$ cat src/rtl/vco_fmeter_pkg.sv
`timescale 1ns/1ps
// Shared state type and default parameters for the VCO frequency meter.
package vco_fmeter_pkg;

  typedef enum logic [1:0] {
    ST_IDLE = 2'd0,
    ST_GATE = 2'd1,
    ST_HOLD = 2'd2
  } fm_state_t;

  localparam int DEF_GATE_CYCLES = 32'd1000;
  localparam int DEF_CNT_W       = 32'd16;
  localparam int DEF_SYNC_STAGES = 32'd2;

endpackage

$ cat src/rtl/sync_edge_det.sv
`timescale 1ns/1ps
// Synchronizes an asynchronous level into clk and emits a one-cycle pulse per rising edge.
// Latency from an input transition to edge_p is SYNC_STAGES+1 cycles.
module sync_edge_det
  import vco_fmeter_pkg::*;
#(
  parameter int SYNC_STAGES = DEF_SYNC_STAGES
) (
  input  logic clk,
  input  logic rst_n,
  input  logic async_i,
  output logic edge_p
);

  logic [SYNC_STAGES-1:0] sync_r;
  logic                   prev_r;
  logic                   edge_r;

  // Synchronizer shift chain followed by a registered rising-edge detector.
  always_ff @(posedge clk) begin
    if (!rst_n) begin
      sync_r <= '0;
      prev_r <= 1'b0;
      edge_r <= 1'b0;
    end else begin
      sync_r <= {sync_r[SYNC_STAGES-2:0], async_i};
      prev_r <= sync_r[SYNC_STAGES-1];
      edge_r <= sync_r[SYNC_STAGES-1] & ~prev_r;
    end
  end

  assign edge_p = edge_r;

endmodule

$ cat src/rtl/vco_freq_meter.sv
`timescale 1ns/1ps
// Gated-window frequency counter for the divided VCO clock with a valid/ready result port.
// Optional counter saturation and overflow flag when VCO_FMETER_OVF_EN is defined.
module vco_freq_meter
  import vco_fmeter_pkg::*;
#(
  parameter int GATE_CYCLES = DEF_GATE_CYCLES,
  parameter int CNT_W       = DEF_CNT_W,
  parameter int SYNC_STAGES = DEF_SYNC_STAGES
) (
  input  logic             clk,
  input  logic             rst_n,
  input  logic             vco_div_i,
  input  logic             start_i,
  input  logic             cont_i,
  output logic             busy_o,
  output logic [CNT_W-1:0] meas_o,
  output logic             meas_valid_o,
`ifdef VCO_FMETER_OVF_EN
  output logic             ovf_o,
`endif
  input  logic             meas_ready_i
);

  localparam int                GATE_W    = (GATE_CYCLES > 1) ? $clog2(GATE_CYCLES) : 1;
  localparam logic [GATE_W-1:0] GATE_LAST = GATE_W'(GATE_CYCLES - 1);
  localparam logic [GATE_W-1:0] GATE_ONE  = GATE_W'(1);

  fm_state_t         state_r, state_s;
  logic [GATE_W-1:0] gate_cnt_r, gate_cnt_s;
  logic [CNT_W-1:0]  edge_cnt_r, edge_cnt_s;
  logic [CNT_W-1:0]  meas_r, meas_s;
  logic [CNT_W-1:0]  cnt_inc_s;
  logic              valid_r, valid_s;
  logic              busy_r, busy_s;
  logic              edge_p;

  sync_edge_det #(
    .SYNC_STAGES(SYNC_STAGES)
  ) u_sync_edge_det (
    .clk    (clk),
    .rst_n  (rst_n),
    .async_i(vco_div_i),
    .edge_p (edge_p)
  );

`ifdef VCO_FMETER_OVF_EN
  localparam logic [CNT_W-1:0] CNT_MAX = {CNT_W{1'b1}};

  logic ovf_flag_r, ovf_flag_s;
  logic ovf_r, ovf_s;
  logic ovf_hit_s;

  // Saturating edge count including this cycle's pulse, and the sticky flag it implies.
  always_comb begin
    if (edge_p && (edge_cnt_r == CNT_MAX)) begin
      cnt_inc_s = CNT_MAX;
      ovf_hit_s = 1'b1;
    end else begin
      cnt_inc_s = edge_cnt_r + CNT_W'(edge_p);
      ovf_hit_s = ovf_flag_r;
    end
  end
`else
  assign cnt_inc_s = edge_cnt_r + CNT_W'(edge_p);
`endif

  // Next-state, counter and result logic for IDLE/GATE/HOLD.
  always_comb begin
    state_s    = state_r;
    gate_cnt_s = gate_cnt_r;
    edge_cnt_s = edge_cnt_r;
    meas_s     = meas_r;
    valid_s    = valid_r;
`ifdef VCO_FMETER_OVF_EN
    ovf_flag_s = ovf_flag_r;
    ovf_s      = ovf_r;
`endif
    case (state_r)
      ST_IDLE: begin
        // Counters sit at zero so entry into GATE always starts a fresh window.
        gate_cnt_s = '0;
        edge_cnt_s = '0;
`ifdef VCO_FMETER_OVF_EN
        ovf_flag_s = 1'b0;
`endif
        if (start_i || cont_i) begin
          state_s = ST_GATE;
        end else begin
          state_s = ST_IDLE;
        end
      end
      ST_GATE: begin
        edge_cnt_s = cnt_inc_s;
`ifdef VCO_FMETER_OVF_EN
        ovf_flag_s = ovf_hit_s;
`endif
        if (gate_cnt_r == GATE_LAST) begin
          meas_s  = cnt_inc_s;
          valid_s = 1'b1;
`ifdef VCO_FMETER_OVF_EN
          ovf_s   = ovf_hit_s;
`endif
          state_s = ST_HOLD;
        end else begin
          gate_cnt_s = gate_cnt_r + GATE_ONE;
          state_s    = ST_GATE;
        end
      end
      ST_HOLD: begin
        if (meas_ready_i) begin
          valid_s    = 1'b0;
          gate_cnt_s = '0;
          edge_cnt_s = '0;
`ifdef VCO_FMETER_OVF_EN
          ovf_flag_s = 1'b0;
`endif
          if (cont_i) begin
            state_s = ST_GATE;
          end else begin
            state_s = ST_IDLE;
          end
        end else begin
          state_s = ST_HOLD;
        end
      end
      default: begin
        state_s = ST_IDLE;
        valid_s = 1'b0;
      end
    endcase
    busy_s = (state_s != ST_IDLE);
  end

  // State, counter and registered-output updates with synchronous active-low reset.
  always_ff @(posedge clk) begin
    if (!rst_n) begin
      state_r    <= ST_IDLE;
      gate_cnt_r <= '0;
      edge_cnt_r <= '0;
      meas_r     <= '0;
      valid_r    <= 1'b0;
      busy_r     <= 1'b0;
`ifdef VCO_FMETER_OVF_EN
      ovf_flag_r <= 1'b0;
      ovf_r      <= 1'b0;
`endif
    end else begin
      state_r    <= state_s;
      gate_cnt_r <= gate_cnt_s;
      edge_cnt_r <= edge_cnt_s;
      meas_r     <= meas_s;
      valid_r    <= valid_s;
      busy_r     <= busy_s;
`ifdef VCO_FMETER_OVF_EN
      ovf_flag_r <= ovf_flag_s;
      ovf_r      <= ovf_s;
`endif
    end
  end

  assign busy_o       = busy_r;
  assign meas_o       = meas_r;
  assign meas_valid_o = valid_r;
`ifdef VCO_FMETER_OVF_EN
  assign ovf_o        = ovf_r;
`endif

endmodule

$ cat config.mk
export PLATFORM = sky130hd
export DESIGN_NAME = vco_freq_meter
export DESIGN_NICKNAME = d
export VERILOG_FILES = /design/src/rtl/vco_fmeter_pkg.sv /design/src/rtl/sync_edge_det.sv /design/src/rtl/vco_freq_meter.sv
export SDC_FILE = /design/constraint.sdc
export NUM_CORES = 1
export LEC_CHECK = 0
export ABC_AREA = 1
export CORE_MARGIN = 2
export CORE_UTILIZATION = 25
export CTS_BUF_LIST = sky130_fd_sc_hd__clkbuf_4 sky130_fd_sc_hd__clkbuf_8
export DETAILED_ROUTE_END_ITERATION = 7
export PLACE_DENSITY_LB_ADDON = 0.2
export SETUP_SLACK_MARGIN = 0.15
export SLEW_MARGIN = 20
export SYNTH_ARGS = -nofsm -noshare
export SYNTH_HDL_FRONTEND = slang
export SYNTH_SLANG_ARGS = --single-unit
$ cat constraint.sdc
create_clock -name clk -period 1.55 [get_ports clk]
set_clock_uncertainty 0.15 [all_clocks]
set_input_delay 0.31 -clock clk [delete_from_list [all_inputs] [get_ports clk]]
set_output_delay 0.31 -clock clk [all_outputs]
set_load 0.03 [all_outputs]
Word-level counts from Yosys, hierarchy flattened
Index checks and enable logic that the tools add are counted.
Widths: inputs -> output; s select.

word-level totals
  register bits after elaboration = 50
  input port bits = 6
  word-level logic and storage cells = 41

cells by class
  add/subtract/negate cells = 2
  eq/ne operators = 6
  multiplexer cells = 13
  bitwise gates (word level) = 3
  reductions and logical operators = 8

operators by type and width
  cell                   count
  $pmux 16 s3            1
  $pmux 10 s3            1
  $mux 10                2
  $add 16x1->16          1
  $mux 16                1
  $add 10x1->10 const B  1
  $eq 10x10->1 const B   1
  $ne 2x2->1 const B     3
  $pmux 2 s3             1
  $reduce_and 3->1       2
  $mux 1                 4
  $mux 2                 2
  $reduce_and 2->1       2
  $pmux 1 s3             1
  $reduce_bool 3->1      1
  $eq 2x1->1 const B     1
  $eq 2x2->1 const B     1
  $logic_not 2->1        1
  $not 1->1              2
  $reduce_bool 2->1      1
  $and 1x1->1            1
  $logic_or 1x1->1       1

Logic depth before layout (Yosys ltp)
Gate-level depths: netlist of run 1.

  depth after elaboration = 4
  depth in mapped cells = 9
  depth with buffers taken out = 9

Modules after synthesis
Synthesis of run 1 repeated with hierarchy kept, for this count alone.

unflattened totals
  cells, all modules = 357
  area total of the unflattened synthesis = 2499.9 µm²

modules (own cells, without submodules)
  module          instances  cells an instance  area each (µm²)  seq. area each (µm²)
  vco_freq_meter  1          346                2391.0           920.9
  sync_edge_det   1          11                 108.9            80.1

Worst setup path before layout of run 1
OpenSTA, ideal clock, no wires.

  path type = flip-flop to flip-flop
  start point = register edge_cnt_r[0]
  end point = register edge_cnt_r[14]
  library setup time = 0.132 ns
  arrival time = 1.312 ns
  required time = 1.268 ns
  slack = -0.044 ns
  stages on the path, launching flop included = 10
  buffers on the path = 0
  clock period less this slack = 1.594 ns
  path through = dfxtp_1 -> ha_1 -> ha_1 -> nand2_1 -> nor2_1 -> nand3_1 -> nand2_1 -> nand2_1 -> nand2_1 -> a21oi_1

between the ends
  cells in the longest elaborated chain, start to end = 2

RTL lines
  item                    line                   text
  start, declared         vco_freq_meter.sv:31   logic [CNT_W-1:0] edge_cnt_r, edge_cnt_s;
  start signal, assigned  vco_freq_meter.sv:151  edge_cnt_r <= edge_cnt_s;
  $add 16x1->16           vco_freq_meter.sv:65   assign cnt_inc_s = edge_cnt_r + CNT_W'(edge_p);
  $pmux 16 s3             vco_freq_meter.sv:79   case (state_r)

No other way between the ends.
A chain may end at the register's enable or synchronous reset.

Worst setup path in the final report of run 1
  start point = register edge_cnt_r[0]
  end point = register meas_r[12] (netlist: meas_o[12])

between the ends
  cells in the longest elaborated chain, start to end = 1

RTL lines
  item                  line                   text
  $add 16x1->16         vco_freq_meter.sv:65
  end signal, assigned  vco_freq_meter.sv:152  meas_r <= meas_s;
  end, declared         vco_freq_meter.sv:32   logic [CNT_W-1:0] meas_r, meas_s;

No other way between the ends.

==> results.md, run 1 <==
- Status: complete, but fails checks
- Violated checks: setup timing
- Final Hold Viols: 0
- Clock Power Share: 35.7%
- Sw Share: 25.04%
- Met3 Usage GRT: 2.052%
- Final hold slack: 0.2350 ns
- DRT iter0 DRCs: 60
- Total power: 2.255 mW
- Simple-gate share of the synthesized area: 35.10%
- Largest net degree at the start of global routing: 27
- First-pass GRT wire length: 10.60 mm
- Worst-Skew Late Latency: 0.31 ns
- Global Route Usage Sum: 12.77%
- Adder-Cell Fraction of Synth Area: 1.555%
- Sequential fraction of the synthesis area: 41.47%
- Hold Path End: u_sync_edge_det.edge_p
- Initial antenna violation count: 0
- Critical path launch point type: flop
- P_leak: 1.454 nW
- Compound-Gate Fraction of Synth Area: 11.30%
- Vias in the first global route: 2291
- FF-to-FF path depth: 7
- Vias per Instance: 4.343
- Layout Cells excl Fill: 537
- Core Box Area: 9284 um2
- GPL Wtd Cong: 0.7618
- Setup TNS: -0.09120 ns
- Vias: 2332
- Initial core utilization: 26.00%
- M1 GR Usage: 16.88%
- Power Dens Cells: 655.4 nW/um2
- Antenna-violating nets left: 0
- Post-synth top area share: 41.47%
- Reg area: 1016 um2
- Synthesized area: 2414 um2
- Die Ht: 102.3 um
- Post-synth top cells: nand2_1, nor2_1, dfxtp_1
- Minimum clock period: 1.584 ns
- Routed wire length: 6.246 mm
- Mean routed wirelength per cell: 11.63 um
- Internal: 1.690 mW
- Critical hold path startpoint: u_sync_edge_det.prev_r
- Ys Warns: 0
- Area leader, netlist: dfxtp_1
- Die ar.: 10460 um2
- Fill cell count: 1000
- CP required: 1.62 ns
- I/O Pins: 24
- Critical Path Fanout Max: 5
- Clk slew on worst S/H paths: 0.10 ns
- GRT busiest layer: met2
- Area used by multi-input combinational logic: 1520 um2
- Clock Sinks: 50
- Cell with the most instances after synthesis: nand2_1
- Mapped Cells: 352
- Placed instance count: 525
- Hold crit path type: reg2reg
- Worst Setup End Kind: flop
- Post-synthesis average cell area: 6.857 um2
- Main combinational cell family by area after synthesis: simple AND/OR/NAND/NOR gates
- Peak supply drop: 0.2702 mV
- Yosys reg bits: 50
- Reg2reg start: edge_cnt_r[0]
- Worst EP arrival: 1.65 ns
- Worst setup margin: -0.03386 ns
- Final Max Slew Viols: 0
- Seq pwr share: 57.9%
- Logic pwr share: 6.4%
- Met2 Usage GRT: 21.15%
- RSZ-0062 raised after global routing: true
- Mapped Nets: 361
- Drc violations: 0
- Post-synth ARST share: 0%
- DIE WIDTH: 102.3 um
- Gr ovfl total: 0
- Largest cells by area after synthesis: dfxtp_1, nand2_1, nor2_1
- Final Util: 37.06%
- Initial DRT Pass Iterations: 4
- Crit share post-route: 102.2%
- Psw: 564.6 uW
- Post-DP HPWL: 4.201 mm
- Top_reg_cell synth: dfxtp_1
- Max-slew headroom: 81.18%
- Crit path kind: reg2reg
- Rows: 35
- Max-capacitance violation count: 0
- Fraction of layout cells with a size suffix above 1: 35.05%
- Mux cell area share after synthesis: 0%
- Max Buffers Root-to-Sink: 2
- Root Driver: clkbuf_8
- Nets: 416
- Hold path depth: 1
- Reg-to-reg endpoint: meas_o[12]
- Final setup fails: 4
- Worst slew pin tran: 0.2801 ns
- Unique masters post-synth: 25
- Xor and xnor fraction of the mapped netlist area: 2.540%
- Area Overhead vs Synth: 42.56%
- Number of enable flip-flop cells after synthesis: 0
- Flop-to-flop setup slack: -0.03 ns
- IO Port Bufs: 23
- Highest clock rate: 631.4 MHz
- Cts bufs inserted: 5
- H-tree Lvls: 2
- Antenna cells: 0
- CTS tree: done
-- sequential cells by signal (all words and copies together), names as in the netlist --
register	count
u_sync_edge_det.edge_p	1
state_r	2
gate_cnt_r	10
meas_valid_o	1
busy_o	1
u_sync_edge_det.sync_r	2
meas_o	16
u_sync_edge_det.prev_r	1
edge_cnt_r	16
-- power by group through the flow --
stage | registers [mW] | logic (mW) | clock network [mW]
CTS | 1.30 | 0.142 | 0.841
detailed placement | 1.33 | 0.139 | 0
floorplan | 1.34 | 0.0653 | 0
global placement | 1.33 | 0.139 | 0
global route | 1.31 | 0.163 | 0.884
finish | 1.30 | 0.145 | 0.805
-- per-layer routing --
layer | up-vias | wire length (um)
li1 | 1221 | -
met1 | 1075 | 3016
met2 | 27 | 2976
met3 | 9 | 142
met4 | 0 | 111
met5 | - | 0
-- timing repair --
action	CTS	global route
buffers inserted	1	3
resized for setup	127	48
endpoints found under the setup margin	59	48
hold buffers	0	0
pin swaps	29	23
endpoints found under the hold margin	0	0
-- worst max path at each step --
stage,endpoint,from,depth (start not counted),slack [ns]
detailed placement,edge_cnt_r[4],meas_ready_i,8,-0.16
finish,meas_o[12],edge_cnt_r[0],7,-0.03
floorplan,meas_o[15],gate_cnt_r[1],9,0.07
global placement,gate_cnt_r[5],meas_ready_i,7,-0.16
CTS,meas_o[8],gate_cnt_r[0],8,-0.03
global route,meas_o[14],gate_cnt_r[0],10,-0.14
-- critical path, cell delays in order (launching register included) --
cell,delay [ns]
dfxtp_2,0.36
ha_4,0.17
ha_4,0.16
nand2_4,0.06
nor2_4,0.20
nand4_1,0.18
a21oi_2,0.16
nor2_1,0.05
-- cell usage in the layout, fill, tap and decap left out, types with 2 or more instances in the layout --
cell type        instances
a21oi_1                 18
nand3_2                  8
nand2_4                  3
nand2_1                 84
dfxtp_2                 12
nand3_1                 15
nor2_4                  12
ha_4                     3
nand3_4                  2
xor2_2                   5
clkdlybuf4s50_1          4
inv_4                    2
nand2_2                 12
clkbuf_8                 5
buf_6                   10
o21ai_2                  3
dfxtp_1                 38
buf_12                   5
a21o_1                   3
nor2_1                  42
nor2_2                   7
buf_4                   18
o21ai_0                 11
o21ai_1                  6
a21oi_2                 12
inv_1                   35
buf_2                   18
nand4_1                  4
-- cell type report --
type                       count  share of cell area [%]
tap                          129                   4.691
multi-input combinational    255                   44.18
inverter                      38                   4.291
timing repair buffer          57                   14.69
clock buffer                   6                   2.218
clock inverter                 2                  0.4000
sequential                    50                   29.53
-- through the flow --
stage | setup WS (ns) | cell area (um2)
after detailed placement | -0.1641 | 3115
after floorplan | 0.06762 | 2500
final | -0.03386 | 3441
after global placement | -0.1562 | 3115
after global routing | -0.1381 | 3441
after CTS | -0.02716 | 3253
-- cells by family after synthesis --
kind of cell	Yosys count
AO/OA/AOI/OAI	53
XOR/XNOR	7
adder cells (fa/ha/maj)	3
buffers and inverters	47
flip-flops	50
AND/OR/NAND/NOR	192
(Power assumes the default switching activity.)
==> inputs of run 2 (changes only) <==
--- a/config.mk
+++ b/config.mk
@@ -10,7 +10,6 @@
 export CORE_UTILIZATION = 25
 export CTS_BUF_LIST = sky130_fd_sc_hd__clkbuf_4 sky130_fd_sc_hd__clkbuf_8
 export DETAILED_ROUTE_END_ITERATION = 7
-export PLACE_DENSITY_LB_ADDON = 0.2
 export SETUP_SLACK_MARGIN = 0.15
 export SLEW_MARGIN = 20
 export SYNTH_ARGS = -nofsm -noshare
==> constraint.sdc (replaced) <==
create_clock -name clk -period 1.6 [get_ports clk]
set_clock_uncertainty 0.15 [all_clocks]
set_input_delay 0.32 -clock clk [delete_from_list [all_inputs] [get_ports clk]]
set_output_delay 0.32 -clock clk [all_outputs]
set_load 0.03 [all_outputs]
==> results.md, run 2 (synthesis results as in run 1) <==
- Fraction of layout cells with a size suffix above 1: 34.66%
- Global Route Usage Sum: 11.87%
- FF-to-FF path depth: 10
- Minimum clock period: 1.560 ns
- Routed wire length: 6.285 mm
- Final Max Slew Viols: 0
- RSZ-0062 raised after global routing: true
- Power Dens Cells: 668.2 nW/um2
- Antenna cells: 0
- Drc violations: 0
- Flop-to-flop setup slack: 0.04 ns
- Max Buffers Root-to-Sink: 2
- Design area: 3491 um2
- P_leak: 1.426 nW
- Placed Instance Area: 3004 um2
- First-pass GRT wire length: 9.818 mm
- Reg2reg start: edge_cnt_r[0]
- Mean routed wirelength per cell: 11.86 um
- Largest stage delay, worst path: 0.36 ns
- Cts bufs inserted: 5
- Max-slew headroom: 82.38%
- Setup Slack @ Placement: -0.1185 ns
- Final hold slack: 0.2445 ns
- H-tree Lvls: 2
- Max-capacitance violation count: 0
- Clock Sinks: 50
- Initial DRT Pass Iterations: 4
- Crit path kind: reg2reg
- Initial core utilization: 26.00%
- Worst EP arrival: 1.62 ns
- Antenna-violating nets left: 0
- Highest clock rate: 641.1 MHz
- Final Util: 37.60%
- Met3 WL: 255 um
- IO Port Bufs: 23
- Placed instance count: 514
- Cts-stage hold buffer count: 0
- DRT iter0 DRCs: 61
- Slowest-stage cell, CP: dfxtp_2
- Metal2 WL: 2.959 mm
- Worst slew pin tran: 0.2643 ns
- Clk slew on worst S/H paths: 0.09 ns
- Highest routed layer: met4
- Worst-Skew Late Latency: 0.31 ns
- Nets: 410
- Hold crit path type: reg2reg
- Vias in the first global route: 2166
- Core Box Area: 9284 um2
- Peak supply drop: 0.3184 mV
- Worst Setup End Kind: flop
- Largest net degree at the start of global routing: 22
- DIE WIDTH: 102.3 um
- CTS tree: done
- Root Driver: clkbuf_8
- Die ar.: 10460 um2
- Most frequent cells in the layout: nand2_1, nor2_1, inv_1, dfxtp_1, nand3_1
- Vias: 2381
- Final setup fails: 0
- Layout Cells excl Fill: 530
- Initial antenna violation count: 0
- Rows: 35
- Hold Path End: u_sync_edge_det.edge_p
- Buf/Inv on CP: 3
- Gr ovfl total: 0
- Final Hold Viols: 0
- Hold path depth: 1
- Critical path's most frequent cell: buf_6
- Status: completed
- Setup TNS: 0 ns
- CP required: 1.66 ns
- Reg-to-reg endpoint: meas_o[13]
- I/O Pins: 24
- Met1 wire length: 2.978 mm
- Area Overhead vs Synth: 44.63%
- Commonest non-fill, non-tap cell in the layout: nand2_1
- Critical hold path startpoint: u_sync_edge_det.prev_r
- Total power: 2.333 mW
- CP cell instances: ha_4, buf_6, nand3_4, nor2_4, buf_6, nand3_1, nand2_1, nand2_2, o21ai_2, inv_1
- Post-DP HPWL: 4.159 mm
- GPL Wtd Cong: 0.8889
- Worst setup margin: 0.04018 ns
- Vias per Instance: 4.492
- Critical path launch point type: flop
- Die Ht: 102.3 um
- Cell family with most CP delay: simple AND/OR/NAND/NOR gates
- Critical Path Fanout Max: 5
- Crit share post-route: 97.49%
[run 2: cell types whose count changed in the layout (fill, tap and decap cells not counted), moves of 4 or more]
cell             change
nand3_2              -4
nand3_1              +4
buf_4                -4
clkdlybuf4s15_2      +6
dfxtp_1              -4
buf_2                -8
[run 2: layout make-up]
cell class	instances	area, um2
Clock buffer	6	82.58
Fill cell	990	5793
Multi-Input combinational cell	255	1543
Inverter	38	153.9
Clock inverter	1	30.03
Sequential cell	50	1028
Tap cell	129	161.4
Timing Repair Buffer	51	491.7
[run 2: report_power, final]
group | internal, mW | switching [mW] | leakage [nW] | total, mW
registers | 1.25 | 0.00869 | 0.413 | 1.26
logic | 0.0537 | 0.0842 | 0.955 | 0.138
clock network | 0.501 | 0.432 | 0.0573 | 0.933
total | 1.81 | 0.525 | 1.43 | 2.33
[run 2: what timing repair did]
item,CTS,global route
pin swaps,8,33
gates cloned,0,1
endpoints found under the hold margin,0,0
buffers inserted,2,6
endpoints found under the setup margin,56,56
gates resized for setup,74,105
[run 2: worst reg2reg max path, cell delays in order, from the launching register on]
cell and delay [ns]:
dfxtp_2 0.36, ha_4 0.15, buf_6 0.12, nand3_4 0.09, nor2_4 0.10, buf_6 0.13
nand3_1 0.07, nand2_1 0.08, nand2_2 0.07, o21ai_2 0.11, inv_1 0.04
[run 2: worst max-delay path by stage]
stage	startpoint	end	slack (ns)	cells past startpoint
global placement	meas_ready_i	gate_cnt_r[6]	-0.09	9
CTS	gate_cnt_r[1]	busy_o	0.05	8
finish	edge_cnt_r[0]	meas_o[13]	0.04	10
global route	u_sync_edge_det.edge_p	meas_o[13]	-0.06	10
floorplan	gate_cnt_r[1]	meas_o[15]	0.12	9
detailed placement	meas_ready_i	gate_cnt_r[6]	-0.12	9
[run 2: per-layer routing]
metal | vias up | track usage [%]
li1 | 1206 | -
met1 | 1113 | 15.47
met2 | 55 | 19.33
met3 | 7 | 2.257
met4 | 0 | 4.821
met5 | - | 0
==> inputs of run 3 (changes only) <==
--- a/config.mk
+++ b/config.mk
@@ -10,8 +10,8 @@
 export CORE_UTILIZATION = 25
 export CTS_BUF_LIST = sky130_fd_sc_hd__clkbuf_4 sky130_fd_sc_hd__clkbuf_8
 export DETAILED_ROUTE_END_ITERATION = 7
+export GPL_ROUTABILITY_DRIVEN = 1
 export SETUP_SLACK_MARGIN = 0.15
-export SLEW_MARGIN = 20
 export SYNTH_ARGS = -nofsm -noshare
 export SYNTH_HDL_FRONTEND = slang
 export SYNTH_SLANG_ARGS = --single-unit
==> results of run 3 <==
No change in the layout: final DEF, timing and power equal those of run 2.
